[config.mk]
export PLATFORM = sky130hd
export DESIGN_NAME = desc_seed_sched
export DESIGN_NICKNAME = d
export VERILOG_FILES = /design/src/rtl/desc_seed_sched.sv
export SDC_FILE = /design/constraint.sdc
export NUM_CORES = 1
export LEC_CHECK = 0
export CORE_UTILIZATION = 41
export CTS_BUF_LIST = sky130_fd_sc_hd__clkbuf_16
export CTS_CLUSTER_DIAMETER = 150
export DETAILED_ROUTE_END_ITERATION = 7
export PLACE_DENSITY = 0.8
export RECOVER_POWER = 100
export SLEW_MARGIN = 30
export SYNTH_ARGS = -nofsm -noshare
export SYNTH_HDL_FRONTEND = slang
export SYNTH_SLANG_ARGS = --single-unit
export TNS_END_PERCENT = 20
[constraint.sdc]
create_clock -name clk -period 2.1 [get_ports clk]
set_input_delay 0.525 -clock clk [delete_from_list [all_inputs] [get_ports clk]]
set_output_delay 0.525 -clock clk [all_outputs]
set_load 0.01 [all_outputs]
[src/rtl/desc_seed_sched.sv]
// Round-robin keypoint scheduler that launches one seed-address sweep per keypoint.
// Optional sweep watchdog is enabled by defining SEED_TIMEOUT_EN.
module desc_seed_sched #(
  parameter int NUM_REQ   = 4,
  parameter int CNT_DW    = 16,
  parameter int NUM_WAIT  = 2,
  parameter int NUM_SEED  = 249,
  parameter int TO_MARGIN = 16
) (
  input  logic                      clk,
  input  logic                      rst,
  input  logic [NUM_REQ-1:0]        req_valid,
  input  logic [NUM_REQ*CNT_DW-1:0] req_addr,
  output logic [NUM_REQ-1:0]        req_ready,
  input  logic                      stall,
  output logic                      gen_start,
  output logic [CNT_DW-1:0]         gen_base,
  output logic [2:0]                gen_id,
  input  logic                      gen_done,
  output logic                      gen_abort,
  output logic                      busy,
  output logic [CNT_DW-1:0]         kp_done,
  output logic                      err,
  output logic [1:0]                dbg_state
);

  // Handshake: a queue holds req_valid and its address stable until it sees
  // req_ready, a one-cycle pop pulse issued together with gen_start.

  typedef enum logic [1:0] {
    S_IDLE = 2'd0,
    S_LOAD = 2'd1,
    S_RUN  = 2'd2,
    S_GAP  = 2'd3
  } state_t;

  localparam int GAP_W = (NUM_WAIT > 1) ? $clog2(NUM_WAIT) : 1;
  localparam logic [GAP_W-1:0] GAP_LAST = GAP_W'((NUM_WAIT > 0) ? NUM_WAIT - 1 : 0);
  localparam logic [2:0] LAST_RST = 3'(NUM_REQ - 1);

  if (NUM_REQ < 2 || NUM_REQ > 8 || NUM_SEED < 1 || TO_MARGIN < 0) begin : g_param_check
    $error("desc_seed_sched: parameter out of range");
  end

  state_t               state_q, state_d;
  logic [2:0]           last_q, last_d;
  logic [CNT_DW-1:0]    base_q, base_d;
  logic [2:0]           id_q, id_d;
  logic                 start_q, start_d;
  logic [NUM_REQ-1:0]   ready_q, ready_d;
  logic [CNT_DW-1:0]    kp_q, kp_d;
  logic [GAP_W-1:0]     gap_q, gap_d;
  logic                 busy_q, busy_d;

`ifdef SEED_TIMEOUT_EN
  localparam int WD_LIMIT = NUM_SEED + TO_MARGIN;
  localparam int WD_W = $clog2(WD_LIMIT + 1);
  localparam logic [WD_W-1:0] WD_LAST = WD_W'(WD_LIMIT - 1);

  logic [WD_W-1:0] wd_q, wd_d;
  logic            abort_q, abort_d;
  logic            err_q, err_d;
`endif

  logic                 found;
  logic [2:0]           pick;
  logic [CNT_DW-1:0]    pick_addr;
  logic [NUM_REQ-1:0]   pick_oh;

  // Search last+1, last+2, ... wrapping; candidate for step k is i == (last+k) mod NUM_REQ.
  always_comb begin
    found = 1'b0;
    pick  = '0;
    for (int k = 1; k <= NUM_REQ; k++) begin
      for (int i = 0; i < NUM_REQ; i++) begin
        if (!found && req_valid[i] &&
            ((int'(last_q) + k == i) || (int'(last_q) + k == i + NUM_REQ))) begin
          found = 1'b1;
          pick  = 3'(i);
        end
      end
    end
  end

  always_comb begin
    pick_addr = '0;
    pick_oh   = '0;
    for (int i = 0; i < NUM_REQ; i++) begin
      if (pick == 3'(i)) begin
        pick_addr  = req_addr[i*CNT_DW +: CNT_DW];
        pick_oh[i] = 1'b1;
      end
    end
  end

  always_comb begin
    state_d = state_q;
    last_d  = last_q;
    base_d  = base_q;
    id_d    = id_q;
    start_d = 1'b0;
    ready_d = '0;
    kp_d    = kp_q;
    gap_d   = gap_q;
`ifdef SEED_TIMEOUT_EN
    wd_d    = wd_q;
    abort_d = 1'b0;
    err_d   = err_q;
`endif
    case (state_q)
      S_IDLE: begin
        if (found && !stall) begin
          state_d = S_LOAD;
          base_d  = pick_addr;
          id_d    = pick;
          last_d  = pick;
          start_d = 1'b1;
          ready_d = pick_oh;
        end
      end
      S_LOAD: begin
        state_d = S_RUN;
`ifdef SEED_TIMEOUT_EN
        wd_d    = '0;
`endif
      end
      S_RUN: begin
        if (gen_done) begin
          kp_d    = kp_q + CNT_DW'(1);
          state_d = (NUM_WAIT > 0) ? S_GAP : S_IDLE;
          gap_d   = '0;
        end
`ifdef SEED_TIMEOUT_EN
        else if (wd_q == WD_LAST) begin
          // A zero-length gap makes GAP equivalent to returning to IDLE directly.
          abort_d = 1'b1;
          err_d   = 1'b1;
          state_d = (NUM_WAIT > 0) ? S_GAP : S_IDLE;
          gap_d   = '0;
        end else begin
          wd_d = wd_q + WD_W'(1);
        end
`endif
      end
      S_GAP: begin
        if (gap_q == GAP_LAST) begin
          state_d = S_IDLE;
        end else begin
          gap_d = gap_q + GAP_W'(1);
        end
      end
      default: state_d = S_IDLE;
    endcase
    busy_d = (state_d != S_IDLE);
  end

  always_ff @(posedge clk) begin
    if (rst) begin
      state_q <= S_IDLE;
      last_q  <= LAST_RST;
      base_q  <= '0;
      id_q    <= '0;
      start_q <= 1'b0;
      ready_q <= '0;
      kp_q    <= '0;
      gap_q   <= '0;
      busy_q  <= 1'b0;
`ifdef SEED_TIMEOUT_EN
      wd_q    <= '0;
      abort_q <= 1'b0;
      err_q   <= 1'b0;
`endif
    end else begin
      state_q <= state_d;
      last_q  <= last_d;
      base_q  <= base_d;
      id_q    <= id_d;
      start_q <= start_d;
      ready_q <= ready_d;
      kp_q    <= kp_d;
      gap_q   <= gap_d;
      busy_q  <= busy_d;
`ifdef SEED_TIMEOUT_EN
      wd_q    <= wd_d;
      abort_q <= abort_d;
      err_q   <= err_d;
`endif
    end
  end

  assign req_ready = ready_q;
  assign gen_start = start_q;
  assign gen_base  = base_q;
  assign gen_id    = id_q;
  assign busy      = busy_q;
  assign kp_done   = kp_q;
  assign dbg_state = state_q;

`ifdef SEED_TIMEOUT_EN
  assign gen_abort = abort_q;
  assign err       = err_q;
`else
  assign gen_abort = 1'b0;
  assign err       = 1'b0;
`endif

endmodule

-- Word level (Yosys, flattened, before mapping)
Index checks and enable logic that the tools add are counted.
- divide/modulo/power cells: 0
- add/subtract/negate cells: 6
- muxes and demuxes: 47
- reductions and logical operators: 77
- eq/ne operators: 35
- bitwise logic cells: 2
- multipliers: 0
- shift-type cells: 0
- order comparisons: 0
- operators by type and width (kind ; count):
    equality test 32 x 4 -> 1 bit (second input constant) ; 12
    equality test 32 x 3 -> 1 bit (second input constant) ; 8
    equality test 32 x 2 -> 1 bit (second input constant) ; 4
    zero test 32 bit ; 4
    2-to-1 mux 16 bit ; 4
    2-to-1 mux 3 bit ; 14
    logical AND 1 bit ; 32
    2-to-1 mux 1 bit ; 24
    adder 16 x 1 -> 16 bit (second input constant) ; 1
    equality test 4 x 3 -> 1 bit (second input constant) ; 4
    zero test 1 bit ; 16
    logical OR 1 bit ; 16
    adder 3 x 2 -> 4 bit (second input constant) ; 2
    case mux 2 bit (4 select lines) ; 1
    equality test 3 x 2 -> 1 bit (second input constant) ; 2
    2-to-1 mux 2 bit ; 3
    AND reduction 2 bit ; 3
    adder 3 x 1 -> 4 bit (second input constant) ; 1
    adder 3 x 3 -> 4 bit (second input constant) ; 1
    equality test 2 bit (second input constant) ; 2
    nonzero test 2 bit ; 2
    equality test 3 x 1 -> 1 bit (second input constant) ; 1
    zero test 3 bit ; 1
    OR reduction 3 bit ; 1
    other kinds (7) ; 8
- bits in read-only memories: 0
- bits in latches: 0
- memories: 0
- RAM bits: 0
- register bits: 47

-- Logic depth before layout (Yosys ltp)
Gate-level depths: netlist (run 1).
- word-level depth: 70
- mapped depth: 8

-- Worst setup path before layout (run 1)
Ideal clock, no wire load.
- path type: in2reg
- start point: input req_valid[2]
- end point: register base_q[6], in the netlist gen_base[6]
- required time: 1968 ps
- buffers on the path: 3
- setup time: 132 ps
- stages: 7
- slack: 185 ps
- data arrival time: 1783 ps
- cells stage by stage: buf_2 -> nor4_1 -> or4_1 -> buf_4 -> buf_6 -> a221oi_1 -> a31oi_1
- cells in the longest elaborated chain, start to end: 60
- elaborated cells on any way between the ends: 79
- those cells by class: eq/ne (3); mux (32); reduce/logical (44)
- ends and longest elaborated chain (element ; line ; source):
    start, declared ; 12 ; input logic [NUM_REQ-1:0] req_valid,
    logical AND 1 bit (2 in a row) ; 76 ; if (!found && req_valid[i] &&
    2-to-1 mux 1 bit ; 76 ;
    zero test 1 bit ; 76 ;
    logical AND 1 bit (2 in a row) ; 76 ;
    2-to-1 mux 1 bit ; 76 ;
    zero test 1 bit ; 76 ;
    logical AND 1 bit (2 in a row) ; 76 ;
    2-to-1 mux 1 bit ; 76 ;
    [36 not listed] ; - ;
    zero test 1 bit ; 76 ;
    logical AND 1 bit (2 in a row) ; 76 ;
    2-to-1 mux 1 bit ; 76 ;
    zero test 1 bit ; 76 ;
    logical AND 1 bit (2 in a row) ; 76 ;
    2-to-1 mux 3 bit ; 76 ;
    zero test 3 bit ; 89 ; if (pick == 3'(i)) begin
    2-to-1 mux 16 bit (4 in a row) ; 89 ;
    end signal, assigned ; 176 ; base_q <= base_d;
    end, declared ; 47 ; logic [CNT_DW-1:0] base_q, base_d;
Parallel ways exist; a longest one is shown, timed or not.
A chain may end at the register's enable or synchronous reset.

-- Final worst setup path (run 1)
- start point: input req_valid[0]
- end point: register base_q[0], in the netlist gen_base[0]
- cells in the longest elaborated chain, start to end: 67
- elaborated cells on any way between the ends: 87
- those cells by class: eq/ne (3); mux (35); reduce/logical (49)
- ends and longest elaborated chain (element ; line):
    logical AND 1 bit ; 76
    2-to-1 mux 1 bit ; 76
    zero test 1 bit ; 76
    logical AND 1 bit (2 in a row) ; 76
    2-to-1 mux 1 bit ; 76
    zero test 1 bit ; 76
    logical AND 1 bit (2 in a row) ; 76
    2-to-1 mux 1 bit ; 76
    [44 not listed] ; -
    zero test 1 bit ; 76
    logical AND 1 bit (2 in a row) ; 76
    2-to-1 mux 1 bit ; 76
    zero test 1 bit ; 76
    logical AND 1 bit (2 in a row) ; 76
    2-to-1 mux 3 bit ; 76
    zero test 3 bit ; 89
    2-to-1 mux 16 bit (4 in a row) ; 89
Parallel ways exist; a longest one is shown, timed or not.

==> qor.yml, run 1 <==
ys_top_cells_by_count: "dfxtp_1 (45), nand2_1 (26), nor2_1 (25), a21oi_1 (16), o22ai_1 (12)"
cap_violations: 0
finalSetupViolCount: 0
syn_area_per_cell_um2: 8.78
final.fill_count: 452
dr.first_iter.drc_count: 99
nNetsFinal: 488
synthCells: 276
num_rows: 27
fin_crit_ps: 1990
syn2layout_area_growth_pct: 67.0
drt_wl_total_um: 8250
synth-seq-cells: 45
antenna_left: 0
synth_top_flop_cell: "dfxtp_1"
syn_area_um2: 2420
setup_tns_ps: 0
vias: 2750
clk_pin_slew_ps: 60
grtUsageTotal: 0.272
worst_ir_drop_vdd_mv: 0.405
cts_hold_buf: 0
n_antenna_cell: 0
grt_pass1_vias: 2795
ys_types: 51
die_w_um: 78.9
wl_per_cell_um: 16.9
reg2reg_depth: 7
fmax_mhz: 503
critical_path_arrival_ps: 2150
cts_tree: "built"
hold-path-cell-count: 2
synthArstFlopShare: 0
clockBufferDepth: 2
design.core.area_um2: 5610
multi_input_area_um2: 1400
hold_violations: 0
worst_slew_pin_slew_ps: 529
yosysTopAreaCell: "dfxtp_1"
crit_fanout: 11
relSlewSlack: 0.647
drtPass1Iterations: 4
synth_edf_count: 0
die_h_um: 78.9
period_share: 0.947
vias_per_cell: 5.64
dpl_cell_area_um2: 3860
place.gp.congestion: 0.884
htreeDepth: 2
start_util: 0.432
fin_cells: 488
seq_area_frac_synth: 0.372
io_pins: 117
die-area_um2: 6220
grt_max_degree: 26
antenna_found_initial: 0
skew_ps: 5.96
dpl.cell_count: 478
cts_buffers: 5
seqCellArea_um2: 901
synth_most_common_cell: "dfxtp_1"
maxSlewViolCount: 0
grt.overflow.total: 0
hold_class: "reg2reg"
synth_area_leaders: "dfxtp_1 (37%), o221ai_2 (5.0%), nand2_1 (4.0%)"
grt_pass1_wl_um: 13300
yosysTopAreaCellShare: 0.372
cp-end-kind: "register"
power_density_nw_per_um2: 648
rsz0062_at_grt: "no"
status: "finished, final reports clean"
yosys_warnings: 0
leakagePower_nw: 1.63
clockRootBuffer: "clkbuf_16"
drive_gt1_frac: 0.156
crit_path_start_kind: "input port"
clock_sinks: 45
worstSetupPathType: "in2reg"
io_buffers: 113
drc: 0
final_cell_area_um2: 4050
worstPathRequired_ps: 2260
hpwlAfterDp_um: 6080
clock_latency_ps: 280
[sequential cells by signal, summed over array words and instances (netlist names)]
name       flops
req_ready      4
gen_start      1
dbg_state      2
kp_done       16
gen_id         2
gap_q          1
busy           1
gen_base      16
last_q         2
[worst max-delay path, cell delays in order]
cell and delay, ps:
dlygate4sd2_1 280, buf_4 170, or2_1 260, a31oi_1 250, nand3_1 110, buf_2 230
o221ai_1 220, o22ai_1 100
[layer usage]
layer / GRT usage / up-vias / routed length, um
met5: 0 / - / 0
met4: 0.109 / 0 / 218
met3: 0.0713 / 19 / 636
met2: 0.487 / 126 / 4160
met1: 0.306 / 1294 / 3240
li1: - / 1311 / -
[final timing paths]
check               startpoint          end  slack [ps]
hold reg to reg      gen_id[1]    gen_id[1]         460
setup reg to reg     last_q[1]  gen_base[0]         250
setup / recovery  req_valid[0]  gen_base[0]         110
hold / removal       gen_id[1]    gen_id[1]         460
[per-stage QoR]
stage | hold slack [ps] | utilization | setup slack (ps) | total power (W)
after floorplan | 478 | - | 185 | 0.00133
after global placement | 450 | 0.689 | -309 | 0.00173
after detailed placement | 455 | 0.689 | -442 | 0.00174
after CTS | 464 | 0.734 | 44.7 | 0.00267
after global routing | 501 | 0.722 | 10.8 | 0.00273
final | 464 | 0.722 | 110 | 0.00262
[area by class of cell]
class / count / share of cell area
repair buffers: 154 / 0.363
multi-input cells: 205 / 0.347
flip-flops and latches: 45 / 0.223
clock buffers: 5 / 0.0309
well taps: 72 / 0.0223
clock inverters: 3 / 0.0105
inverters: 4 / 0.00371
[power by group]
part / internal [W] / total [W] / switching (W)
sequential: 0.000912 / 0.000950 / 0.0000381
combinational: 0.000421 / 0.000787 / 0.000366
clock: 0.000559 / 0.000886 / 0.000327
[cells by family after synthesis]
| kind of cell | count (synthesis) | share of synthesized area |
|---|---|---|
| flops | 45 | 0.372 |
| fa+ha+maj | 1 | 0.00516 |
| simple gates | 97 | 0.212 |
| xor+xnor | 13 | 0.0470 |
| compound gates | 89 | 0.293 |
| mux | 2 | 0.00826 |
| buf+inv | 28 | 0.0604 |
| other cells | 1 | 0.00155 |
[cell usage in the layout, fill, tap and decap left out, types with 5 or more instances in the layout]
| cell | count |
|---|---|
| a21oi_1 | 16 |
| clkbuf_16 | 5 |
| dfxtp_1 | 45 |
| nand2_1 | 26 |
| o221ai_1 | 8 |
| o21ai_0 | 5 |
| nand2b_1 | 5 |
| buf_4 | 29 |
| clkdlybuf4s50_1 | 65 |
| o22ai_1 | 12 |
| nand3_1 | 6 |
| xor2_1 | 11 |
| a2bb2oi_1 | 7 |
| inv_1 | 5 |
| a221oi_1 | 8 |
| nor3_1 | 8 |
| nor2_1 | 23 |
| dlygate4sd3_1 | 43 |
| o221ai_2 | 5 |
[timing repair]
action                     in CTS  in global routing
setup buffers                   1                  0
gates resized for setup        16                  2
cloned                          1                  0
pin swaps                       3                  1
hold endpoints to repair        0                  0
setup endpoints to repair      16                  7
(Power assumes the default switching activity.)
==> run 2, diff against run 1 <==
- MAX_ROUTING_LAYER: default -> met4
==> run 2 against run 1 <==
- maximum frequency fell by 0.85%
- clock power about the same
- final cell count did not move
- hold slack got worse by 1.2 ps
- setup slack lost 17 ps
- final area unchanged
- first-iteration DRC count is 48% higher
- utilization stayed put
- sequential share of layout area did not move
- power hardly changed
==> qor.yml, run 2 (synthesis gave the netlist of run 1 again) <==
status: "finished, final reports clean"
wl_per_cell_um: 16.9  # about the same
worst_ir_drop_vdd_mv: 0.406  # +0.21%
finalSetupViolCount: 0  # unchanged
cp-end-kind: "register"
clkPwrFrac: 0.338  # about the same
maxSlewViolCount: 0  # unchanged
start_util: 0.432  # unchanged
n_antenna_cell: 0  # unchanged
nNetsFinal: 488  # unchanged
layout_common_cells: "clkdlybuf4s50_1 (65), dfxtp_1 (45), dlygate4sd3_1 (43)"
fmax_mhz: 498  # -0.85%
clock_latency_ps: 280  # about the same
drt_wl_total_um: 8250  # about the same
grt_pass1_wl_um: 13300  # unchanged
drtPass1Iterations: 4  # unchanged
hold_violations: 0  # unchanged
preCtsSetupSlack_ps: -442  # unchanged
fin_crit_ps: 2010  # +17.0 ps
rsz0062_at_grt: "no"
grtUsageTotal: 0.280  # +0.00801
grt_pass1_vias: 2801  # +0.21%
critical_path_arrival_ps: 2170  # +20 ps
htreeDepth: 2  # unchanged
die-area_um2: 6220  # unchanged
relSlewSlack: 0.644  # -0.00329
antenna_left: 0  # unchanged
power_density_nw_per_um2: 649  # about the same
worstSetupPathType: "in2reg"
whs_ps: 462  # -1.18 ps
hpwlAfterDp_um: 6080  # unchanged
vias_per_cell: 5.72  # +1.5%
io_buffers: 113  # unchanged
syn2layout_area_growth_pct: 67.0  # unchanged
cts_tree: "built"
cap_violations: 0  # unchanged
num_rows: 27  # unchanged
p_comb_frac: 0.301  # about the same
final_common_cell: "clkdlybuf4s50_1"
seqPwrFrac: 0.362  # about the same
design.core.area_um2: 5610  # unchanged
p_int_w: 0.00189  # about the same
clock_sinks: 45  # unchanged
dr.first_iter.drc_count: 147  # +48%
skew_ps: 5.99  # +0.0301 ps
worst_slack_ps: 93.4  # -17.0 ps
drive_gt1_frac: 0.156  # unchanged
rrSetupSlack_ps: 260  # about the same
die_h_um: 78.9  # unchanged
place.gp.congestion: 0.899  # +1.7%
cts_buffers: 5  # unchanged
worstPathRequired_ps: 2260  # about the same
drc: 0  # unchanged
period_share: 0.956  # +0.00810
antenna_found_initial: 0  # unchanged
worst_slew_pin_slew_ps: 534  # +4.93 ps
crit_fanout: 11  # unchanged
hold_class: "reg2reg"
grt.overflow.total: 0  # unchanged
crit_path_start_kind: "input port"
grt_max_degree: 26  # unchanged
vias: 2791  # +1.5%
clockBufferDepth: 2  # unchanged
cts_hold_buf: 0  # unchanged
leakagePower_nw: 1.63  # unchanged
switching_share: 0.279  # about the same
clockRootBuffer: "clkbuf_16"
switching_power_w: 0.000733  # +0.11%
clk_pin_slew_ps: 60  # about the same
die_w_um: 78.9  # unchanged
io_pins: 117  # unchanged
run 2: cell counts in the layout (fill, tap and decap cells not counted):
Identical to the previous run, type by type.
run 2: worst max-delay path, stage by stage:
cell,delay (ps)
dlygate4sd2_1,280
buf_4,170
or2_1,260
a31oi_1,250
nand3_1,110
buf_2,230
o221ai_1,220
o22ai_1,110
run 2: final timing paths:
| check | startpoint | endpoint | cells after the start |
|---|---|---|---|
| hold reg to reg | gen_id[1] | gen_id[1] | 2 |
| setup reg to reg | last_q[1] | gen_base[15] | 7 |
| setup / recovery | req_valid[0] | gen_base[15] | 8 |
| hold / removal | gen_id[1] | gen_id[1] | 2 |
run 2: power by group through the flow:
stage / clock network, W / logic (W) / registers, W
4_1_cts: 0.000895 / 0.000826 / 0.000950
3_3_place_gp: 0 / 0.000763 / 0.000968
5_1_grt: 0.000936 / 0.000840 / 0.000954
2_1_floorplan: 0 / 0.000340 / 0.000986
3_5_place_dp: 0 / 0.000778 / 0.000966
6_report: 0.000886 / 0.000789 / 0.000949
run 2: cell type report:
cell class / instances / area [um2]
clock buffers: 5 / 125
fillers: 452 / 1560
well taps: 72 / 90.1
repair buffers: 154 / 1470
clock inverters: 3 / 42.5
inverters: 4 / 15.0
multi-input cells: 205 / 1400
flip-flops and latches: 45 / 901
run 2: stage by stage:
stage / instance area, um2 / TNS (ps) / utilization / std cells / total power, W
2_1_floorplan: 2430 / 0 / - / 278 / 0.00133
3_3_place_gp: 3860 / -5030 / 0.689 / 478 / 0.00173
3_5_place_dp: 3860 / -6560 / 0.689 / 478 / 0.00174
4_1_cts: 4120 / 0 / 0.734 / 488 / 0.00267
5_1_grt: 4050 / 0 / 0.722 / 488 / 0.00273
6_report: 4050 / 0 / 0.722 / 488 / 0.00262
run 2: repair_timing:
action / in CTS / in global routing
setup endpoints to repair: 16 / 7
buffers inserted: 1 / 0
cloned: 1 / 0
resized for setup: 16 / 2
pin swaps: 3 / 1
run 2: per-layer routing:
| layer | part of all wire | GRT usage | routed length, um | vias to the layer above |
|---|---|---|---|---|
| met2 | 0.50 | 0.489 | 4160 | 138 |
| li1 | - | - | - | 1311 |
| met1 | 0.40 | 0.315 | 3270 | 1321 |
| met4 | 0.026 | 0.109 | 214 | 0 |
| met5 | 0 | - | 0 | - |
| met3 | 0.073 | 0.0563 | 602 | 21 |
